### src/rtl/mac_pkg.sv
// mac_pkg: shared definitions for the block-reduce MAC slice.
//   - mac_state_e : reduce controller states
//   - MAC_DATA_W  : default width of a streamed MAC result word
//   - MAC_NUM_WORDS : default number of words per block-read burst
//   - MAC_IDX_W   : width of word index / counter (covers up to 64 words)
//   - MAC_SUM_EXT : extra sum bits so 64 full-scale words cannot overflow
package mac_pkg;

  typedef enum logic [1:0] {
    ST_IDLE    = 2'd0,
    ST_REQ     = 2'd1,
    ST_COLLECT = 2'd2,
    ST_DONE    = 2'd3
  } mac_state_e;

  localparam int MAC_DATA_W    = 32;
  localparam int MAC_NUM_WORDS = 64;
  localparam int MAC_IDX_W     = 6;
  localparam int MAC_SUM_EXT   = 6;

endpackage

### src/rtl/mac_block_reduce_if.sv
// mac_block_reduce_if: handshake and result bus of mac_block_reduce.
//   Requests   : EN_reduce / RDY_reduce (start), RDY_blockRead / EN_blockRead
//   Stream     : VALID_memVal, memVal_data
//   Result     : VALID_result, EN_resultAck, res_sum, res_max, res_max_idx, res_min
//   master modport = environment side, slave modport = reducer side.
interface mac_block_reduce_if
  import mac_pkg::*;
#(
  parameter int DATA_W = MAC_DATA_W
);
  logic                          EN_reduce;
  logic                          RDY_reduce;
  logic                          RDY_blockRead;
  logic                          EN_blockRead;
  logic                          VALID_memVal;
  logic [DATA_W-1:0]             memVal_data;
  logic                          VALID_result;
  logic                          EN_resultAck;
  logic [DATA_W+MAC_SUM_EXT-1:0] res_sum;
  logic [DATA_W-1:0]             res_max;
  logic [MAC_IDX_W-1:0]          res_max_idx;
  logic [DATA_W-1:0]             res_min;

  modport master (
    output EN_reduce, RDY_blockRead, VALID_memVal, memVal_data, EN_resultAck,
    input  RDY_reduce, EN_blockRead, VALID_result, res_sum, res_max, res_max_idx, res_min
  );

  modport slave (
    input  EN_reduce, RDY_blockRead, VALID_memVal, memVal_data, EN_resultAck,
    output RDY_reduce, EN_blockRead, VALID_result, res_sum, res_max, res_max_idx, res_min
  );
endinterface

### src/rtl/mac_reduce_dp.sv
// mac_reduce_dp: running sum / max / min datapath for one block.
//   clk, rst_n : clock, asynchronous active-low reset (all outputs to zero)
//   clear      : start of a new block (sum=0, max=0, idx=0, min=all-ones)
//   accept     : fold word (at index idx) into the running results
//   sum, max_val, max_idx, min_val : registered results, held between blocks
module mac_reduce_dp
  import mac_pkg::*;
#(
  parameter int DATA_W = MAC_DATA_W
) (
  input  logic                          clk,
  input  logic                          rst_n,
  input  logic                          clear,
  input  logic                          accept,
  input  logic [DATA_W-1:0]             word,
  input  logic [MAC_IDX_W-1:0]          idx,
  output logic [DATA_W+MAC_SUM_EXT-1:0] sum,
  output logic [DATA_W-1:0]             max_val,
  output logic [MAC_IDX_W-1:0]          max_idx,
  output logic [DATA_W-1:0]             min_val
);
  localparam int SUM_W = DATA_W + MAC_SUM_EXT;

  always_ff @(posedge clk or negedge rst_n) begin
    if (!rst_n) begin
      sum     <= '0;
      max_val <= '0;
      max_idx <= '0;
      min_val <= '0;
    end else if (clear) begin
      sum     <= '0;
      max_val <= '0;
      max_idx <= '0;
      min_val <= '1;
    end else if (accept) begin
      sum <= sum + SUM_W'(word);
      // Strict compares: on ties the earliest index is kept.
      if (word > max_val) begin
        max_val <= word;
        max_idx <= idx;
      end
      if (word < min_val) begin
        min_val <= word;
      end
    end
  end
endmodule

### src/rtl/mac_block_reduce.sv
// mac_block_reduce: requests one block read from the MAC, reduces the
// streamed words to sum / max (with index) / min, and presents the result
// until acknowledged.
//   CLK, RST_N : clock, asynchronous active-low reset
//   bus        : mac_block_reduce_if.slave (start, block-read, stream, result)
// Parameters: NUM_WORDS (power of two, 2..64), DATA_W (word width).
module mac_block_reduce
  import mac_pkg::*;
#(
  parameter int NUM_WORDS = MAC_NUM_WORDS,
  parameter int DATA_W    = MAC_DATA_W
) (
  input  logic              CLK,
  input  logic              RST_N,
  mac_block_reduce_if.slave bus
);
  localparam logic [MAC_IDX_W-1:0] LAST_IDX = MAC_IDX_W'(NUM_WORDS - 1);

  mac_state_e           state_reg, state_next;
  logic [MAC_IDX_W-1:0] count_reg;
  logic                 start;
  logic                 accept;

  always_ff @(posedge CLK or negedge RST_N) begin
    if (!RST_N) begin
      state_reg <= ST_IDLE;
      count_reg <= '0;
    end else begin
      state_reg <= state_next;
      if (start) begin
        count_reg <= '0;
      end else if (accept) begin
        // Wraps to zero after the last word of a 64-word block; harmless
        // because the next start clears it anyway.
        count_reg <= count_reg + MAC_IDX_W'(1);
      end
    end
  end

  always_comb begin
    state_next = state_reg;
    start      = 1'b0;
    accept     = 1'b0;
    case (state_reg)
      ST_IDLE: begin
        if (bus.EN_reduce) begin
          start      = 1'b1;
          state_next = ST_REQ;
        end
      end
      ST_REQ: begin
        if (bus.RDY_blockRead) begin
          state_next = ST_COLLECT;
        end
      end
      ST_COLLECT: begin
        if (bus.VALID_memVal) begin
          accept = 1'b1;
          if (count_reg == LAST_IDX) begin
            state_next = ST_DONE;
          end
        end
      end
      ST_DONE: begin
        if (bus.EN_resultAck) begin
          state_next = ST_IDLE;
        end
      end
      default: state_next = ST_IDLE;
    endcase
  end

  assign bus.RDY_reduce   = (state_reg == ST_IDLE);
  // Request is issued in the same cycle the MAC reports ready, so it is a
  // single-cycle pulse: that edge moves the controller on to COLLECT.
  assign bus.EN_blockRead = (state_reg == ST_REQ) && bus.RDY_blockRead;
  assign bus.VALID_result = (state_reg == ST_DONE);

  mac_reduce_dp #(
    .DATA_W (DATA_W)
  ) u_dp (
    .clk     (CLK),
    .rst_n   (RST_N),
    .clear   (start),
    .accept  (accept),
    .word    (bus.memVal_data),
    .idx     (count_reg),
    .sum     (bus.res_sum),
    .max_val (bus.res_max),
    .max_idx (bus.res_max_idx),
    .min_val (bus.res_min)
  );
endmodule

### src/flat_wrapper.sv
// flat-port wrapper written by rule: the top's interface ports become plain ports
module mac_block_reduce_flat import mac_pkg::*;
#(
  parameter int NUM_WORDS = MAC_NUM_WORDS,
  parameter int DATA_W    = MAC_DATA_W
)
  (CLK, RST_N, bus_EN_reduce, bus_RDY_blockRead, bus_VALID_memVal, bus_memVal_data, bus_EN_resultAck, bus_RDY_reduce, bus_EN_blockRead, bus_VALID_result, bus_res_sum, bus_res_max, bus_res_max_idx, bus_res_min);
  mac_block_reduce_if #(.DATA_W(DATA_W)) bus_i ();
  input  logic CLK;
  input  logic RST_N;
  input wire logic [$bits(bus_i.EN_reduce)-1:0] bus_EN_reduce;
  input wire logic [$bits(bus_i.RDY_blockRead)-1:0] bus_RDY_blockRead;
  input wire logic [$bits(bus_i.VALID_memVal)-1:0] bus_VALID_memVal;
  input wire logic [$bits(bus_i.memVal_data)-1:0] bus_memVal_data;
  input wire logic [$bits(bus_i.EN_resultAck)-1:0] bus_EN_resultAck;
  output wire logic [$bits(bus_i.RDY_reduce)-1:0] bus_RDY_reduce;
  output wire logic [$bits(bus_i.EN_blockRead)-1:0] bus_EN_blockRead;
  output wire logic [$bits(bus_i.VALID_result)-1:0] bus_VALID_result;
  output wire logic [$bits(bus_i.res_sum)-1:0] bus_res_sum;
  output wire logic [$bits(bus_i.res_max)-1:0] bus_res_max;
  output wire logic [$bits(bus_i.res_max_idx)-1:0] bus_res_max_idx;
  output wire logic [$bits(bus_i.res_min)-1:0] bus_res_min;
  assign bus_i.EN_reduce = bus_EN_reduce;
  assign bus_i.RDY_blockRead = bus_RDY_blockRead;
  assign bus_i.VALID_memVal = bus_VALID_memVal;
  assign bus_i.memVal_data = bus_memVal_data;
  assign bus_i.EN_resultAck = bus_EN_resultAck;
  assign bus_RDY_reduce = bus_i.RDY_reduce;
  assign bus_EN_blockRead = bus_i.EN_blockRead;
  assign bus_VALID_result = bus_i.VALID_result;
  assign bus_res_sum = bus_i.res_sum;
  assign bus_res_max = bus_i.res_max;
  assign bus_res_max_idx = bus_i.res_max_idx;
  assign bus_res_min = bus_i.res_min;
  mac_block_reduce #(.NUM_WORDS(NUM_WORDS), .DATA_W(DATA_W)) u_core (.CLK(CLK), .RST_N(RST_N), .bus(bus_i));
endmodule
### config.mk
export PLATFORM = sky130hd
export DESIGN_NAME = mac_block_reduce_flat
export DESIGN_NICKNAME = d
export VERILOG_FILES = /design/src/rtl/mac_pkg.sv /design/src/rtl/mac_block_reduce_if.sv /design/src/rtl/mac_reduce_dp.sv /design/src/rtl/mac_block_reduce.sv /design/src/flat_wrapper.sv
export SDC_FILE = /design/constraint.sdc
export NUM_CORES = 1
export LEC_CHECK = 0
export ABC_CLOCK_PERIOD_IN_PS = 3100
export BUFFER_PORTS_ARGS = -buffer_cell sky130_fd_sc_hd__buf_2
export CELL_PAD_IN_SITES_DETAIL_PLACEMENT = 1
export CELL_PAD_IN_SITES_GLOBAL_PLACEMENT = 2
export CORE_UTILIZATION = 35
export DETAILED_ROUTE_END_ITERATION = 8
export GPL_TIMING_DRIVEN = 0
export MAX_ROUTING_LAYER = met4
export PLACE_DENSITY_LB_ADDON = 0.1
export SETUP_SLACK_MARGIN = 0.3
export SKIP_CTS_REPAIR_TIMING = 1
export SYNTH_ARGS = -nofsm -noshare
export SYNTH_HDL_FRONTEND = slang
export SYNTH_HIERARCHICAL = 1
export SYNTH_SLANG_ARGS = --single-unit
### constraint.sdc
create_clock -name CLK -period 3.1 [get_ports CLK]
set_input_delay 0.62 -clock CLK [delete_from_list [all_inputs] [get_ports CLK]]
set_output_delay 0.62 -clock CLK [all_outputs]
set_load 0.005 [all_outputs]
* After elaboration in Yosys (flattened, before gate mapping) *
Cells that the tools add are included.

cells by class
  add/subtract/negate cells = 2
  multipliers = 0
  divide/modulo/power cells = 0
  order comparisons = 2
  equality and inequality tests = 9
  shifts and indexed selects = 0
  multiplexer cells = 23
  bitwise gates (word level) = 0
  reductions and logical operators = 8

operator list
  operator                                                count
  2-to-1 mux 32 bit                                       6
  2-to-1 mux 38 bit                                       2
  adder 38 x 32 -> 38 bit                                 1
  greater-than comparator 32 bit                          1
  less-than comparator 32 bit                             1
  2-to-1 mux 6 bit                                        5
  2-to-1 mux 2 bit                                        5
  inequality test 2 bit (second input constant)           4
  case mux 2 bit (4 select lines)                         1
  adder 6 x 1 -> 6 bit (second input constant)            1
  == test 6 bit (second input constant)                   1
  nonzero test 2 bit                                      3
  AND reduction 5 bit                                     1
  == test 2 bit (second input constant)                   2
  2-to-1 mux 1 bit                                        4
  AND reduction 2 bit                                     2
  == test 2 x 1 -> 1 bit (second input constant)          1
  logical NOT 2 bit                                       1
  inequality test 2 x 1 -> 1 bit (second input constant)  1
  logical AND 1 bit                                       1

storage, ports and cells
  register bits after elaboration = 116
  latch bits = 0
  RAM bits = 0
  bits in read-only memories = 0
  word-level logic and storage cells = 50
  memories kept = 0

* Depth between registers and ports, before layout *
  depth in word-level cells = 4
  depth in mapped cells = 12

* Hierarchy *
The synthesis kept the hierarchy.

by module, submodules not included
  module            instances  cells each  area each (µm²)  sequential area each (µm²)
  mac_reduce_dp     1          889         7877.6           2702.6
  mac_block_reduce  1          48          481.7            200.2

* Worst setup path after synthesis *
Ideal clock, no wire load.

  path kind = input to register
  from = in bus_memVal_data[0]
  to = reg u_core.u_dp.sum[28]
  setup time = 126 ps
  arrival = 2889 ps
  required time = 2974 ps
  setup slack = 85 ps
  stages on the path = 11
  cell sequence = ha_1 > inv_1 > fa_1 > and2b_1 > o21ai_1 > o21ai_2 > a31oi_1 > a211o_1 > a211oi_2 > nor3_1 > a311o_1

on the way
  cells in the longest elaborated chain, start to end = 3

ends and longest elaborated chain
  item                     RTL line             RTL
  from (decl)              flat_wrapper.sv:14   input wire logic [$bits(bus_i.memVal_data)-1:0] bus_memVal_data;
  adder 38 x 32 -> 38 bit  mac_reduce_dp.sv:36  sum <= sum + SUM_W'(word);
  2-to-1 mux 38 bit        mac_reduce_dp.sv:35  end else if (accept) begin
  2-to-1 mux 38 bit        mac_reduce_dp.sv:30  end else if (clear) begin
  to (signal assigned)     mac_reduce_dp.sv:36
  to (decl)                mac_reduce_dp.sv:17  output logic [DATA_W+MAC_SUM_EXT-1:0] sum,

No other way between the ends. The select of a mux whose other input is x is not followed.
A chain may end at the register's enable or synchronous reset.

* Worst setup path in the final report *
  from = reg u_core.u_dp.sum[0]
  to = reg u_core.u_dp.sum[28]

on the way
  cells in the longest elaborated chain, start to end = 3

ends and longest elaborated chain
  item                     RTL line
  adder 38 x 32 -> 38 bit  mac_reduce_dp.sv:36
  2-to-1 mux 38 bit        mac_reduce_dp.sv:35
  2-to-1 mux 38 bit        mac_reduce_dp.sv:30

No other way between the ends. The select of a mux whose other input is x is not followed.

==> reports/results.tsv <==
stage	metric	value	unit
power	Power Density	899	nW/um^2
cts	clk buf depth	2	
synth	Compound-Gate Fraction of Synth Area	18.0	%
detailed_routing	Met1 Routed Length	13400	microns
min_path	Hold Crit Class	input pin to async pin	
sta	RSZ-0062 raised after global routing	yes	
critical_path	worst path cell trace	ha_4 -> inv_2 -> fa_2 -> and2b_2 -> o21ai_4 -> o21ai_4 -> a31oi_4 -> a211o_4 -> a211oi_4 -> nor3_2 -> a311o_1	
placement	placed cell area	9560	sq um
floorplan	die area	24500	sq um
cts	worst skew pair latency	0.43	ns
global_routing	global-route wire length before repair	43700	microns
synth	ys async rst share	100	%
detailed_routing	Detailed Route Iter0 Violations	408	
detailed_routing	Via Count	7557	
finish	multi-input logic area	5170	sq um
placement	IO buf count	148	
cts	Root Driver	clkbuf_16	
detailed_routing	drt pass-1 iters	4	
synth	#FFs+latches synth	116	
synth	synthesized-area fraction occupied by adder cells	15.2	%
finish	commonest non-fill, non-tap cell in the layout	buf_2	
finish	Final Net Count	1251	
finish	Largest regs	u_core/u_dp/sum x38, u_core/u_dp/max_val x32, u_core/u_dp/min_val x32	
sta	Clock Skew	0.0144	ns
finish	commonest cells after routing, fill and taps aside	buf_2 (158), nor2_1 (120), dfrtp_1 (116)	
synth	Post-synth EDFFs	0	
finish	post-route cell area	10500	sq um
power	Max VDD drop	0.000377	V
placement	Inst Count DP	1405	
synth	Post-Synthesis Cells	937	
synth	mapped cell area	8360	sq um
detailed_routing	Avg Vias per Cell	5.23	
detailed_routing	met3 WL post-DR	956	microns
floorplan	DIE HEIGHT	157	microns
finish	number of flip-flops in the largest register	38	
critical_path	reg-to-reg setup timing slack	0.23	ns
global_routing	vias in the first global route	7622	
floorplan	core area	23500	sq um
global_routing	Tot GR Track Use	24.3	%
cts	maximum level of the CTS H-tree	4	
synth	Seq/Total Area, Yosys	34.7	%
detailed_routing	top routing layer used	met4	
floorplan	Initial Util	35.6	%
global_routing	largest net degree at the start of global routing	63	
detailed_routing	WL per Instance	19.3	microns
synth	count of cell types in the netlist	65	
synth	Synth Area in XOR/XNOR	2.72	%
critical_path	Critical R2R Launch	u_core/u_dp/sum[0]$_DFFE_PN0P_	
sta	min cycle time layout	2.87	ns
critical_path	Slowest Stage Delay on Critical Path	0.41	ns
synth	mux contribution to synthesized area	7.21	%
sta	max-slew violation count	0	
synth	Simple-Gate Fraction of Synth Area	16.2	%
finish	Largest Register	u_core/u_dp/sum	
run	Max-cap violations	0	
synth	largest family of logic cells by synthesized area	compound AO/OA/AOI/OAI gates	
synth	Top FF cell, synth	dfrtp_1	
sta	Tcrit/Tclk final	92.6	%
critical_path	cell at the slowest stage of the critical path	dfrtp_1	
detailed_routing	DRC Markers	0	
cts	CTS tree	yes	
outcome	status	complete, no violations	
power	overall power	9.40	mW
critical_path	CP Launch Type	flip-flop	
detailed_routing	Detail Route Antenna Nets	0	
placement	Post-Place Worst Slack	-0.586	ns
cts	clock sink total	116	
critical_path	worst path required time	3.41	ns
sta	Final Hold Fails	0	
floorplan	IO Count	149	
cts	Worst-path clk slew	0.06	ns
critical_path	R2R depth	11	
placement	DPL Wire Length	21500	microns
detailed_routing	DRT Wirelength	27900	microns
sta	pin slew with the least headroom to its limit	0.958	ns
critical_path	FF-to-FF End	u_core/u_dp/sum[28]$_DFFE_PN0P_	
finish	register area	2900	sq um
detailed_routing	WL met2	13200	microns
floorplan	Horiz. Die Dim	157	microns
finish	diode count	0	
synth	Avg Inst Size Synth	8.92	sq um
finish	Layout Area Growth over Synthesis	25.1	%
critical_path	CP Data Arrival Time	3.18	ns
critical_path	WS Path Type	flip-flop to flip-flop	
finish	Filler Cell Count	2797	
global_routing	gr ovfl total	0	
synth	Post-Syn Nets	1076	
critical_path	top fanout value on the critical path	5	
sta	Highest Clock Rate	348	MHz
finish	fin cells	1444	
placement	GPL Wtd Cong	0.842	
sta	setup violators final	0	
synth	Yosys warning total	6	
critical_path	crit-path most repeated cell	o21ai_4	
sta	Slew HR	35.9	%
sta	setup ws final	0.230	ns
global_routing	number of antenna violations at the first check in global routing	0	
critical_path	Worst Setup End Kind	flip-flop	
floorplan	row count	56	
cts	CTS buffer count	17	
finish	share of layout cells above drive strength 1	23.2	%
power	Static Leakage	5.27	nW
==> synthesized netlist by cell type, types with 4 or more instances <==
master    instances  share of area (%)
nor2b_1          11               0.82
a21o_1           38                3.4
and3_1            4               0.30
a31oi_1           5               0.37
a221o_1           4               0.48
inv_1            78                3.5
or3_1             5               0.37
mux2i_1          58                6.9
xor2_1            9               0.94
o21ai_1           9               0.54
o21bai_1          6               0.54
o211ai_1         11               0.99
ha_1            100                 15
xnor2_1          17                1.8
nor3_1           37                2.2
nor2_1          120                5.4
nor4_1            4               0.30
buf_2            11               0.66
a21oi_1          87                5.2
and2_1            6               0.45
nand3b_1          9               0.81
nand2_1          35                1.6
a211o_1           6               0.63
clkbuf_1         28                1.3
o21ai_0          26                1.6
nand2b_1          7               0.52
nand4_1          28                2.1
dfrtp_1         116                 35
nand3_1           6               0.36
==> through the flow <==
step	utilization (%)	hold slack [ns]	setup TNS, ns
2_1_floorplan	-	0.324	0
3_3_place_gp	40.6	0.507	-65.81
3_5_place_dp	40.7	0.508	-29.36
4_1_cts	43.4	0.173	-18.83
5_1_grt	44.6	0.196	0
6_report	44.6	0.153	0
==> layer usage <==
layer	vias up	global-route usage [%]
met5	-	-
met4	0	6.49
met3	22	3.88
met2	128	38.7
met1	3715	32.0
li1	3692	-
==> worst max-delay path: cells and delay by family (launching register included) <==
kind	cells	cell delay (ns)
compound gates	6	1.50
fa+ha+maj	2	0.50
flops	1	0.41
simple gates	2	0.30
buf+inv	1	0.04
==> cell families after synthesis <==
| kind of cell | Yosys count |
|---|---|
| compound gates | 229 |
| xor+xnor | 26 |
| fa+ha+maj | 101 |
| buf+inv | 123 |
| flops | 116 |
| mux | 60 |
| simple gates | 282 |
==> final cells by class <==
cell class,instances,area share [%]
clock buffers,19,4.23
plain buffers,45,2.32
flip-flops and latches,116,27.8
clock inverters,13,1.66
well taps,319,3.82
inverters,78,2.80
multi-input cells,698,49.4
repair buffers,156,7.98
==> where the power goes <==
group | internal [mW] | switching (mW)
Clock | 1.30 | 0.805
Combinational | 2.01 | 2.78
Sequential | 2.04 | 0.462
Total | 5.35 | 4.05
==> worst max-delay path by stage <==
stage,cells after the start,startpoint,endpoint
floorplan,11,bus_memVal_data[0],u_core/u_dp/sum[24]$_DFFE_PN0P_
global placement,9,u_core/state_reg[0]$_DFFE_PN0P_,u_core/u_dp/sum[10]$_DFFE_PN0P_
detailed placement,9,u_core/state_reg[0]$_DFFE_PN0P_,u_core/u_dp/sum[19]$_DFFE_PN0P_
CTS,9,u_core/state_reg[0]$_DFFE_PN0P_,u_core/u_dp/sum[26]$_DFFE_PN0P_
global route,12,u_core/u_dp/sum[0]$_DFFE_PN0P_,u_core/u_dp/sum[32]$_DFFE_PN0P_
finish,11,u_core/u_dp/sum[0]$_DFFE_PN0P_,u_core/u_dp/sum[28]$_DFFE_PN0P_
Note: power is estimated with default switching activity, not from simulation.
